### config.mk
export PLATFORM = sky130hd
export DESIGN_NAME = change_payout_ctrl
export DESIGN_NICKNAME = d
export VERILOG_FILES = /design/src/rtl/change_payout_ctrl.sv
export SDC_FILE = /design/constraint.sdc
export NUM_CORES = 1
export LEC_CHECK = 0
export CAP_MARGIN = 10
export CORE_MARGIN = 3
export CORE_UTILIZATION = 49
export CTS_CLUSTER_SIZE = 14
export DETAILED_ROUTE_END_ITERATION = 8
export PLACE_DENSITY = 0.87
export SLEW_MARGIN = 20
export SYNTH_ARGS = -nofsm -noshare
export SYNTH_HDL_FRONTEND = slang
export SYNTH_SLANG_ARGS = --single-unit
### constraint.sdc
create_clock -name clk -period 2.8 [get_ports clk]
set_clock_uncertainty 0.1 [all_clocks]
set_input_delay 0.56 -clock clk [delete_from_list [all_inputs] [get_ports clk]]
set_output_delay 0.56 -clock clk [all_outputs]
set_load 0.01 [all_outputs]
### src/rtl/change_payout_ctrl.sv
// rtl/change_payout_ctrl.sv - paced big/small coin change payout sequencer
//
// Purpose: latches the change owed after a purchase or cancel and pays it out
// as a series of big-coin and small-coin pulses. Each pulse and each idle gap
// is timed in tick strobes. The undelivered remainder is reported for the
// money display.
//
// Ports:
//   clk        in   system clock, all logic on posedge
//   rst        in   asynchronous active-high reset
//   tick       in   1-cycle enable strobe from the tick divider
//   start      in   1-cycle request to begin payout of amount (IDLE only)
//   amount     in   money to return, sampled when start is accepted
//   abort      in   level; stop payout after the current coin
//   coin_big   out  high while a big coin is being paid
//   coin_small out  high while a small coin is being paid
//   remaining  out  money not yet paid
//   busy       out  high from accept until done
//   done       out  1-cycle pulse at end of payout
//   aborted    out  set with done when ended by abort, held until next accept
module change_payout_ctrl #(
    parameter int W           = 8,
    parameter int BIG_VAL     = 10,
    parameter int SMALL_VAL   = 1,
    parameter int PULSE_TICKS = 2,
    parameter int GAP_TICKS   = 1
) (
    input  logic         clk,
    input  logic         rst,
    input  logic         tick,
    input  logic         start,
    input  logic [W-1:0] amount,
    input  logic         abort,
    output logic         coin_big,
    output logic         coin_small,
    output logic [W-1:0] remaining,
    output logic         busy,
    output logic         done,
    output logic         aborted
);

    typedef enum logic [2:0] {
        S_IDLE,
        S_SELECT,
        S_PULSE,
        S_GAP,
        S_DONE
    } state_t;

    localparam int CNT_MAX = (PULSE_TICKS > GAP_TICKS) ? PULSE_TICKS : GAP_TICKS;
    localparam int CW      = (CNT_MAX > 1) ? $clog2(CNT_MAX) : 1;

    localparam logic [CW-1:0] PULSE_LAST = CW'(PULSE_TICKS - 1);
    localparam logic [CW-1:0] GAP_LAST   = CW'((GAP_TICKS > 0) ? GAP_TICKS - 1 : 0);
    localparam logic [W-1:0]  BIG        = W'(BIG_VAL);
    localparam logic [W-1:0]  SMALL      = W'(SMALL_VAL);

    // With no gap configured a finished pulse goes straight back to SELECT.
    localparam state_t AFTER_PULSE = (GAP_TICKS > 0) ? S_GAP : S_SELECT;

    state_t        state;
    logic [CW-1:0] cnt;
    logic          abort_hold;
    logic [W-1:0]  coin_val;

    // Value of the coin currently being paid; only meaningful in PULSE.
    assign coin_val = coin_big ? BIG : SMALL;

    always_ff @(posedge clk or posedge rst) begin
        if (rst) begin
            state      <= S_IDLE;
            cnt        <= '0;
            abort_hold <= 1'b0;
            coin_big   <= 1'b0;
            coin_small <= 1'b0;
            remaining  <= '0;
            busy       <= 1'b0;
            done       <= 1'b0;
            aborted    <= 1'b0;
        end else begin
            done <= 1'b0;
            case (state)
                S_IDLE: begin
                    // abort is deliberately not looked at here
                    if (start) begin
                        remaining  <= amount;
                        aborted    <= 1'b0;
                        abort_hold <= 1'b0;
                        busy       <= 1'b1;
                        state      <= S_SELECT;
                    end
                end

                S_SELECT: begin
                    cnt <= '0;
                    if (abort || abort_hold) begin
                        aborted <= 1'b1;
                        state   <= S_DONE;
                    end else if (remaining >= BIG) begin
                        coin_big <= 1'b1;
                        state    <= S_PULSE;
                    end else if (remaining >= SMALL) begin
                        coin_small <= 1'b1;
                        state      <= S_PULSE;
                    end else begin
                        // residual below the small coin stays in remaining
                        state <= S_DONE;
                    end
                end

                S_PULSE: begin
                    // a pulse is never cut short; remember abort for SELECT
                    if (abort) begin
                        abort_hold <= 1'b1;
                    end
                    if (tick) begin
                        if (cnt == PULSE_LAST) begin
                            coin_big   <= 1'b0;
                            coin_small <= 1'b0;
                            if (coin_val <= remaining) begin
                                remaining <= remaining - coin_val;
                            end
                            cnt   <= '0;
                            state <= AFTER_PULSE;
                        end else begin
                            cnt <= cnt + 1'b1;
                        end
                    end
                end

                S_GAP: begin
                    if (abort) begin
                        aborted <= 1'b1;
                        state   <= S_DONE;
                    end else if (tick) begin
                        if (cnt == GAP_LAST) begin
                            cnt   <= '0;
                            state <= S_SELECT;
                        end else begin
                            cnt <= cnt + 1'b1;
                        end
                    end
                end

                S_DONE: begin
                    done       <= 1'b1;
                    busy       <= 1'b0;
                    abort_hold <= 1'b0;
                    state      <= S_IDLE;
                end

                default: begin
                    state <= S_IDLE;
                end
            endcase
        end
    end

endmodule

## After elaboration in Yosys (flattened, before gate mapping)

Cells that the tools add are included.

- Word-level logic and storage cells: 88
- Output and inout bits: 13
- Register bits after elaboration: 18
- Bits of input ports: 13

- Eq/ne operators: 19
- Muxes and demuxes: 39
- Add/sub/neg operators: 2
- Reduce and logical (&&, ||, !) cells: 16
- Magnitude comparators: 3

Operators with widths:

| cell | number |
|---|---|
| 8-bit two-way mux | 4 |
| 3-bit two-way mux | 9 |
| 2-bit != test, second input constant | 13 |
| 1-bit two-way mux | 17 |
| 8-bit one-hot mux with 2 select lines | 1 |
| 5-bit AND reduction | 3 |
| 3-bit one-hot mux with 4 select lines | 1 |
| 1-bit one-hot mux with 3 select lines | 3 |
| 3-bit nonzero test | 3 |
| 8-bit by 1-bit >= comparator with 1-bit output, second input constant | 1 |
| 8-bit by 4-bit >= comparator with 1-bit output, second input constant | 1 |
| 4-bit by 8-bit less-or-equal comparator with 1-bit output | 1 |
| 4-bit AND reduction | 2 |
| 8-bit by 4-bit subtractor with 8-bit output | 1 |
| 3-bit by 2-bit == test with 1-bit output, second input constant | 2 |
| 3-bit != test, second input constant | 2 |
| 1-bit one-hot mux with 2 select lines | 3 |
| 6-bit AND reduction | 1 |
| 2-bit nonzero test | 3 |
| 4-bit two-way mux | 1 |
| 3-bit by 1-bit == test with 1-bit output, second input constant | 1 |
| 3-bit == test, second input constant | 1 |
| 3-bit zero test | 1 |
| 3-bit AND reduction | 1 |
| other kinds (3) | 3 |

## Longest topological paths before layout

Gate-level depths: netlist (run 1).

- Word-level depth: 6
- Mapped depth: 9
- Depth with buffers taken out: 8

## Least setup slack after synthesis (run 1)

Ideal clock, no wire load.

- Path kind: register to register
- Start point: register coin_big
- End point: register remaining[0]
- Data required time: 2576 ps
- Stages on the path, launching flop included: 10
- Setup time: 124 ps
- Data arrival time: 2005 ps
- Path buffers: 1
- Period minus slack after synthesis: 2229 ps
- Slack: 571 ps
- Cell sequence: dfrtp_1 inv_1 ha_1 fa_1 nand2b_1 a21oi_1 a41o_1 buf_6 a211oi_2 a21oi_1

- Longest elaborated chain between the ends: 6
- Elaborated cells between the ends (all ways): 9
- Classes of those cells: add/sub: 1; order compare: 1; eq/ne: 1; mux: 5; reduce/logical: 1

RTL lines:

| element | RTL line | RTL |
|---|---|---|
| start: declaration | 34 | `output logic coin_big,` |
| start signal: assignment | 74 | `coin_big <= 1'b0;` |
| start signal: assignment | 100 | `coin_big <= 1'b1;` |
| start signal: assignment | 118 | `coin_big <= 1'b0;` |
| 4-bit two-way mux (*) | 67 | `assign coin_val = coin_big ? BIG : SMALL;` |
| 8-bit by 4-bit subtractor with 8-bit output | 121 | `remaining <= remaining - coin_val;` |
| 8-bit two-way mux | 120 | `if (coin_val <= remaining) begin` |
| 8-bit two-way mux | 117 | `if (cnt == PULSE_LAST) begin` |
| 8-bit two-way mux | 116 | `if (tick) begin` |
| 8-bit one-hot mux with 2 select lines | 82 | `case (state)` |
| end signal: assignment | 86 | `remaining <= amount;` |
| end signal: assignment | 121 |  |
| end: declaration | 36 | `output logic [W-1:0] remaining,` |

Mark *: on every way between the ends. The rest lies on a longest branch, timed or not. The select of a mux whose other input is x is not followed.
A chain may end at the register's enable or synchronous reset.

## Worst setup path after layout (run 1)

- Start point: register coin_big
- End point: register remaining[4]

Same word-level chain as after synthesis.

==> results of run 1 <==
==> worst max-delay path: cells and delay by family, from the launching register on <==
kind                       cells  cell delay [ns]
AOI/OAI and AO/OA              4             1.22
adders and majority gates      2             0.46
DFF                            1             0.45
buffers and inverters          1             0.14
and+or+nand+nor                1             0.08
==> sequential cells by signal (all words and copies together), names as in the netlist <==
| name | cells |
|---|---|
| aborted | 1 |
| coin_big | 1 |
| remaining | 8 |
| cnt | 1 |
| state | 3 |
| done | 1 |
| abort_hold | 1 |
| coin_small | 1 |
| busy | 1 |
==> routing by layer <==
| metal | global-route usage | wire, um | vias up |
|---|---|---|---|
| li1 | - | - | 520 |
| met1 | 0.252 | 1170 | 528 |
| met2 | 0.400 | 1470 | 39 |
| met3 | 0.0599 | 162 | 6 |
| met4 | 0.0788 | 38 | 0 |
| met5 | 0 | 0 | - |
==> power groups by stage <==
stage          sequential, mW  clock (mW)  combinational [mW]
6_report                0.548       0.168               0.835
5_1_grt                 0.568       0.177               0.923
4_1_cts                 0.542       0.170               0.836
3_5_place_dp            0.546           0               0.831
3_3_place_gp            0.532           0               0.793
2_1_floorplan           0.516           0               0.554
==> logic make-up (layout without fill, tap and decap cells) <==
family | Yosys count | in the layout | synth area share
AOI/OAI and AO/OA | 49 | 49 | 0.291
adders and majority gates | 4 | 4 | 0.0504
and+or+nand+nor | 46 | 46 | 0.219
buffers and inverters | 10 | 34 | 0.0449
DFF | 18 | 18 | 0.394
==> stage by stage <==
step / cells / area (um^2)
2_1_floorplan: 127 / 1140
3_3_place_gp: 174 / 1390
3_5_place_dp: 174 / 1390
4_1_cts: 178 / 1430
5_1_grt: 178 / 1430
6_report: 178 / 1430
==> layout make-up <==
cell class,count,area (um^2)
clock buffers,4,36.3
fillers,174,652
inverters,5,18.8
multi-input cells,99,641
flip-flops and latches,18,450
well taps,27,33.8
repair buffers,25,250
==> worst paths after layout <==
check,startpoint,endpoint,cells after the start
hold / removal,busy,busy,2
max in group asynchronous,rst,remaining[1],2
min in group asynchronous,rst,remaining[6],2
hold reg to reg,busy,busy,2
setup reg to reg,coin_big,remaining[4],8
setup / recovery,coin_big,remaining[4],8
==> cells in the final DEF (no fill, tap or decap), drive strengths merged <==
| cell | count |
|---|---|
| a211o | 1 |
| a211oi | 3 |
| a21o | 1 |
| a21oi | 16 |
| a221oi | 1 |
| a22o | 1 |
| a22oi | 1 |
| a2bb2oi | 2 |
| a31oi | 2 |
| a41o | 1 |
| a41oi | 1 |
| and2 | 1 |
| clkbuf | 4 |
| clkdlybuf4s50 | 25 |
| dfrtp | 18 |
| fa | 1 |
| ha | 3 |
| inv | 5 |
| nand2 | 12 |
| nand2b | 6 |
| nand3 | 2 |
| nand3b | 1 |
| nand4 | 1 |
| nand4b | 1 |
| nor2 | 13 |
| nor2b | 1 |
| nor3 | 3 |
| nor4 | 3 |
| o2111ai | 1 |
| o21ai | 14 |
| o22ai | 1 |
| o2bb2ai | 1 |
| o31a | 1 |
| o32ai | 1 |
| or3 | 1 |
| or3b | 1 |
==> flow_summary.toml, run 1 <==
[status]
status = "finished, final reports clean"

[power_and_ir_drop]
p_sw_frac = 0.448
totalPowerFinal_mw = 1.55
p_comb_frac = 0.538
p_int_mw = 0.857
netSwitchingPower_mw = 0.695
power_frac_seq = 0.353
power_frac_clock = 0.109
p_per_area_nw_per_um2 = 1090
vdd_drop_max_mv = 0.582
p_leak_nw = 0.577

[routing]
num_vias = 1093
remaining_drc_errors = 0
drt-total-wl_um = 2830
via_per_inst = 6.14
drt_pass1_iterations = 6
wire_per_inst_um = 15.9
ant_nets = 0
drt_iter0_markers = 26

[floorplan]
fp.dieW_um = 54.3
die_h_um = 54.3
dieArea_um2 = 2950
core_area_um2 = 2080
initial_core_util = 0.549
ios = 26
rows = 16

[clock_network]
cts_resized = 0
cts.sinks = 18
clk_pin_slew_ns = 0.11
cts_tree = "built"
clockBufferDepth = 2
h-tree-depth = 1
clk_latency_ns = 0.30
root_buffer = "clkbuf_4"
hold_buffers = 0
cts-buffers-inserted = 3
postCtsSetupBuffers = 0

[setup_path]
cp_slowest_cell = "a41o_1"
worstSetupPathType = "register to register"
reg2reg_slack_ns = 0.29
critPathMaxStageDelay_ns = 0.50
worstPathRequired_ns = 2.93
path_max_fanout = 10
startpoint_type = "register"
path_common_cell = "o21ai_0"
worstPathArrival_ns = 2.65
end_kind = "register"
cp_cell_sequence = "inv_1 > ha_1 > fa_1 > nand2b_1 > a21oi_1 > a41o_1 > o21ai_0 > o21ai_0"

[sta]
clock.fmax_mhz = 398
min_period_ns = 2.51
hold_viol = 0
maxSlewViolCount = 0
setup_viol = 0
rsz0062_at_grt = "no"
timing.final.crit_share = 0.898
worst_slack_ns = 0.287
tns_ns = 0
worst_pin_slew_ns = 0.696
slew_headroom = 0.536
whs_ns = 0.416

[global_route]
grt_usage = 0.223
antenna_found_initial = 0
grt_max_degree = 19
grt_pass1_wl_um = 4750
grt_pass1_vias = 1118
gr-total-overflow = 0

[synth]
synth-seq-cells = 18
synthDistinctLibCells = 43
synth_nets = 144
syn_inst = 127
yosys-top-cells-area = "dfrtp_1 (39%), a21oi_1 (6.6%), o21ai_0 (6.1%)"
synthFlopType = "dfrtp_1"
yosysMostFrequentCell = "dfrtp_1"
ys_seq_area_frac = 0.394
syn_area_um2 = 1140
synth_enable_flop_cells = 0
yosys.area.top_type_share = 0.394
synth_common_cells = "dfrtp_1 (18), a21oi_1 (15), o21ai_0 (14), nor2_1 (13), nand2_1 (12)"
synth_largest_area_cell = "dfrtp_1"
synthArstFlopShare = 1.00
syn_area_per_cell_um2 = 8.99
ys_warn_count = 0

[final_layout]
diodes = 0
drive_gt1_frac = 0.0993
syn2layout_area_growth_pct = 25.2
layout.nets = 169
fin_util = 0.687

[place]
place.gp.congestion = 0.878
port_buffers = 25
place_hpwl_um = 2130
pre_cts_slack_ns = 0.314

[worst_hold_path]
hp-class = "register to register"

[flow_run]
drv_cap = 0
No activity file was read; power rests on OpenSTA's default activity.
==> inputs of run 2 (changes only) <==
--- a/config.mk
+++ b/config.mk
@@ -10,6 +10,7 @@
 export CORE_UTILIZATION = 49
 export CTS_CLUSTER_SIZE = 14
 export DETAILED_ROUTE_END_ITERATION = 8
+export HOLD_SLACK_MARGIN = 0.05
 export PLACE_DENSITY = 0.87
 export SLEW_MARGIN = 20
 export SYNTH_ARGS = -nofsm -noshare
==> constraint.sdc (replaced) <==
create_clock -name clk -period 2.8 [get_ports clk]
set_clock_uncertainty 0.1 [all_clocks]
set_input_delay 0.56 -clock clk [delete_from_list [all_inputs] [get_ports clk]]
set_output_delay 0.56 -clock clk [all_outputs]
set_load 0.1 [all_outputs]
==> run 2 against run 1 <==
Effect of this change:
- cell count is the same
- register-to-register slack gained 0.07 ns
- via count is 2.7% lower
- worst setup slack better by 0.072 ns
- global-route usage down 1.4 points
- highest routed layer unchanged
==> flow_summary.toml, run 2 (same netlist as run 1, synthesis figures left out) <==
[status]
status = "finished, final reports clean"

[setup_path]
cp-startpoint = "coin_big"
startpoint_type = "register"
reg2reg_depth = 8
cp_slowest_cell = "a41o_1"
worstPathArrival_ns = 2.55
worstSetupPathType = "register to register"
critPathMaxStageDelay_ns = 0.47
worstPathRequired_ns = 2.91
cp_cell_sequence = "inv_1 > ha_1 > fa_1 > nand2b_1 > a21oi_1 > a41o_1 > o21ai_0 > o21ai_0"
path_common_cell = "o21ai_0"
reg2reg_slack_ns = 0.36
end_kind = "register"
path_max_fanout = 10
cp.depth = 8
r2r_start = "coin_big"
cp.buffers_inverters = 1
path_delay_family = "compound AO/OA/AOI/OAI gates"

[global_route]
use_met1 = 0.236
grt_pass1_wl_um = 4390
grtUsageMet3 = 0.0354
grt_usage = 0.209
gr-total-overflow = 0
antenna_found_initial = 0
grt_busiest_layer = "met2"
gr-usage-met2 = 0.361
grt_max_degree = 19
grt_pass1_vias = 1058

[sta]
maxSlewViolCount = 0
clock.fmax_mhz = 410
slew_headroom = 0.539
worst_pin_slew_ns = 0.691
min_period_ns = 2.44
timing.final.crit_share = 0.872
rsz0062_at_grt = "no"
tns_ns = 0
hold_viol = 0
setup_viol = 0

[routing]
ant_nets = 0
remaining_drc_errors = 0
drt_pass1_iterations = 4
num_vias = 1063
via_per_inst = 5.97
drt_iter0_markers = 23
wire_per_inst_um = 14.7
drt-total-wl_um = 2620

[floorplan]
initial_core_util = 0.549
dieArea_um2 = 2950
fp.dieW_um = 54.3
rows = 16
die_h_um = 54.3
ios = 26
core_area_um2 = 2080

[final_layout]
layout.nets = 169
diodes = 0
drive_gt1_frac = 0.185
final_common_cell = "dfrtp_1"
reg.largest.list = "remaining: 8 flops, state: 3 flops"
seq_area_um2 = 452
largest_register_ffs = 8
mostFrequentLayoutCells = "dfrtp_1 (17), a21oi_1 (15), o21ai_0 (14)"
syn2layout_area_growth_pct = 21.6
multi_input_area_um2 = 641
fill_cells = 171
top_register = "remaining"

[clock_network]
postCtsSetupBuffers = 0
clk_pin_slew_ns = 0.10
root_buffer = "clkbuf_4"
clk_latency_ns = 0.29
h-tree-depth = 1
hold_buffers = 0
cts.sinks = 18
cts_resized = 0
cts_tree = "built"
cts-buffers-inserted = 3
clockBufferDepth = 2

[place]
place_hpwl_um = 1990
place.gp.congestion = 0.894
port_buffers = 25

[worst_hold_path]
hold_start = "busy"
hp-class = "register to register"
whs_path_depth = 2

[flow_run]
drv_cap = 0
-- run 2: path summary, 6_finish.rpt --
path,endpoint
worst min-delay path,busy
worst max-delay path,remaining[4]
worst max register to register,remaining[4]
worst min register to register,busy
max in group asynchronous,coin_big
min in group asynchronous,busy
-- run 2: final cells by class --
| cell class | instances | share of cell area |
|---|---|---|
| multi-input combinational | 99 | 0.461 |
| tap | 27 | 0.0243 |
| sequential | 18 | 0.325 |
| timing repair buffer | 25 | 0.157 |
| clock buffer | 4 | 0.0189 |
| inverter | 5 | 0.0135 |
-- run 2: worst min-delay path, cell delays in order, from the launching register on --
cell and delay, ns:
dfrtp_1 0.36, a21oi_1 0.04, nor2_1 0.07
-- run 2: metrics by stage --
stage | std cells | util | area, um^2 | setup slack (ns) | hold slack, ns
final | 178 | 0.667 | 1390 | 0.359 | 0.404
after global routing | 178 | 0.667 | 1390 | 0.132 | 0.455
after CTS | 178 | 0.667 | 1390 | 0.335 | 0.411
after detailed placement | 174 | 0.654 | 1360 | 0.344 | 0.386
after global placement | 174 | 0.654 | 1360 | 0.396 | 0.386
after floorplan | 127 | - | 1140 | 0.0237 | 0.399
-- run 2: layer usage --
metal  wire length (um)  share of wire
met4                 65          0.025
met5                  0              0
met1               1130           0.43
met2               1290           0.49
met3                133          0.051
Power of run 2 is left out: the tool's default activity adds up to more than one toggle a clock period on the data nets, which glitch-free logic cannot reach.
==> inputs of run 3 (changes only) <==
--- a/config.mk
+++ b/config.mk
@@ -11,7 +11,7 @@
 export CTS_CLUSTER_SIZE = 14
 export DETAILED_ROUTE_END_ITERATION = 8
 export HOLD_SLACK_MARGIN = 0.05
-export PLACE_DENSITY = 0.87
+export PLACE_DENSITY = 0.79
 export SLEW_MARGIN = 20
 export SYNTH_ARGS = -nofsm -noshare
 export SYNTH_HDL_FRONTEND = slang
==> run 3 against run 2 <==
Effect of this change:
- cell count is the same
- maximum frequency shrank 4.1%
- sequential share of layout area shrank 0.23 points
- worst setup slack lost 0.10 ns
- critical path type unchanged
==> flow_summary.toml, run 3 (same netlist as run 1, synthesis figures left out) <==
[status]
status = "finished, final reports clean"

[global_route]
use_met1 = 0.278
gr-total-overflow = 0
grt_busiest_layer = "met2"
grt_pass1_wl_um = 4620
gr-usage-met2 = 0.359
grt_usage = 0.214
grt_pass1_vias = 1028
grt_max_degree = 19
grtUsageMet3 = 0.0599
antenna_found_initial = 0

[floorplan]
ios = 26
die_h_um = 54.3
initial_core_util = 0.549
rows = 16
dieArea_um2 = 2950
fp.dieW_um = 54.3
core_area_um2 = 2080

[routing]
via_per_inst = 5.99
remaining_drc_errors = 0
drt_pass1_iterations = 4
drt-total-wl_um = 2700
drt_iter0_markers = 26
wire_per_inst_um = 15.2
ant_nets = 0
num_vias = 1066

[sta]
min_period_ns = 2.55
worst_pin_slew_ns = 0.676
clock.fmax_mhz = 393
tns_ns = 0
slew_headroom = 0.549
hold_viol = 0
timing.final.crit_share = 0.909
maxSlewViolCount = 0
rsz0062_at_grt = "no"
setup_viol = 0

[final_layout]
drive_gt1_frac = 0.192
layout.nets = 169
multi_input_area_um2 = 641
stdcell_area_um2 = 1400
syn2layout_area_growth_pct = 22.5
largest_register_ffs = 8
seq_area_um2 = 452
top_register = "remaining"
fill_cells = 181
reg.largest.list = "remaining: 8 flops, state: 3 flops"
final_common_cell = "dfrtp_1"
fin_util = 0.672
mostFrequentLayoutCells = "dfrtp_1 (17), a21oi_1 (15), o21ai_0 (14)"
diodes = 0

[flow_run]
drv_cap = 0

[setup_path]
cp.buffers_inverters = 1
path_delay_family = "compound AO/OA/AOI/OAI gates"
cp_cell_sequence = "inv_1 > ha_1 > fa_1 > nand2b_1 > a21oi_1 > a41o_1 > a21oi_2 > a2bb2oi_2"
worstSetupPathType = "register to register"
end_kind = "register"
critPathMaxStageDelay_ns = 0.49
startpoint_type = "register"
cp_slowest_cell = "a41o_1"
worstPathArrival_ns = 2.62
path_max_fanout = 10
worstPathRequired_ns = 2.88

[place]
port_buffers = 25
place.gp.congestion = 0.868
dpl-instance-area_um2 = 1360
place_hpwl_um = 2030

[worst_hold_path]
hp-class = "register to register"

[clock_network]
clockBufferDepth = 2
cts_tree = "built"
cts_resized = 0
cts-buffers-inserted = 3
postCtsSetupBuffers = 0
clk_latency_ns = 0.30
cts.sinks = 18
root_buffer = "clkbuf_4"
hold_buffers = 0
clk_pin_slew_ns = 0.11
h-tree-depth = 1
==> run 3: cell type report <==
class / count / share of cell area
inverters: 5 / 0.0134
flip-flops and latches: 18 / 0.323
well taps: 27 / 0.0242
multi-input cells: 99 / 0.458
clock buffers: 4 / 0.0259
repair buffers: 25 / 0.156
==> run 3: final timing paths <==
kind / endpoint / slack [ns] / cells after the start / startpoint
worst max-delay path: remaining[5] / 0.25 / 8 / coin_big
worst min-delay path: coin_small / 0.41 / 1 / coin_small
worst max register to register: remaining[5] / 0.25 / 8 / coin_big
worst min register to register: coin_small / 0.41 / 1 / coin_small
max in group asynchronous: coin_big / 1.59 / 2 / rst
min in group asynchronous: state[2] / 0.54 / 2 / rst
==> run 3: per-stage QoR <==
| stage | cells | hold slack, ns | setup WS, ns |
|---|---|---|---|
| after CTS | 178 | 0.424 | 0.273 |
| final | 178 | 0.414 | 0.254 |
| after detailed placement | 174 | 0.397 | 0.286 |
| after global placement | 174 | 0.385 | 0.376 |
| after global routing | 178 | 0.442 | 0.0939 |
| after floorplan | 127 | 0.399 | 0.0237 |
==> run 3: per-layer routing <==
layer,vias up,wire (um)
li1,517,-
met1,512,1230
met2,33,1290
met3,4,169
met4,0,17
met5,-,0
==> run 3: worst reg2reg max path, cell delays in order (launching register included) <==
cell	delay (ns)
dfrtp_2	0.46
inv_1	0.13
ha_1	0.25
fa_1	0.23
nand2b_1	0.08
a21oi_1	0.48
a41o_1	0.49
a21oi_2	0.06
a2bb2oi_2	0.15
Power of run 3 is left out for the same reason.
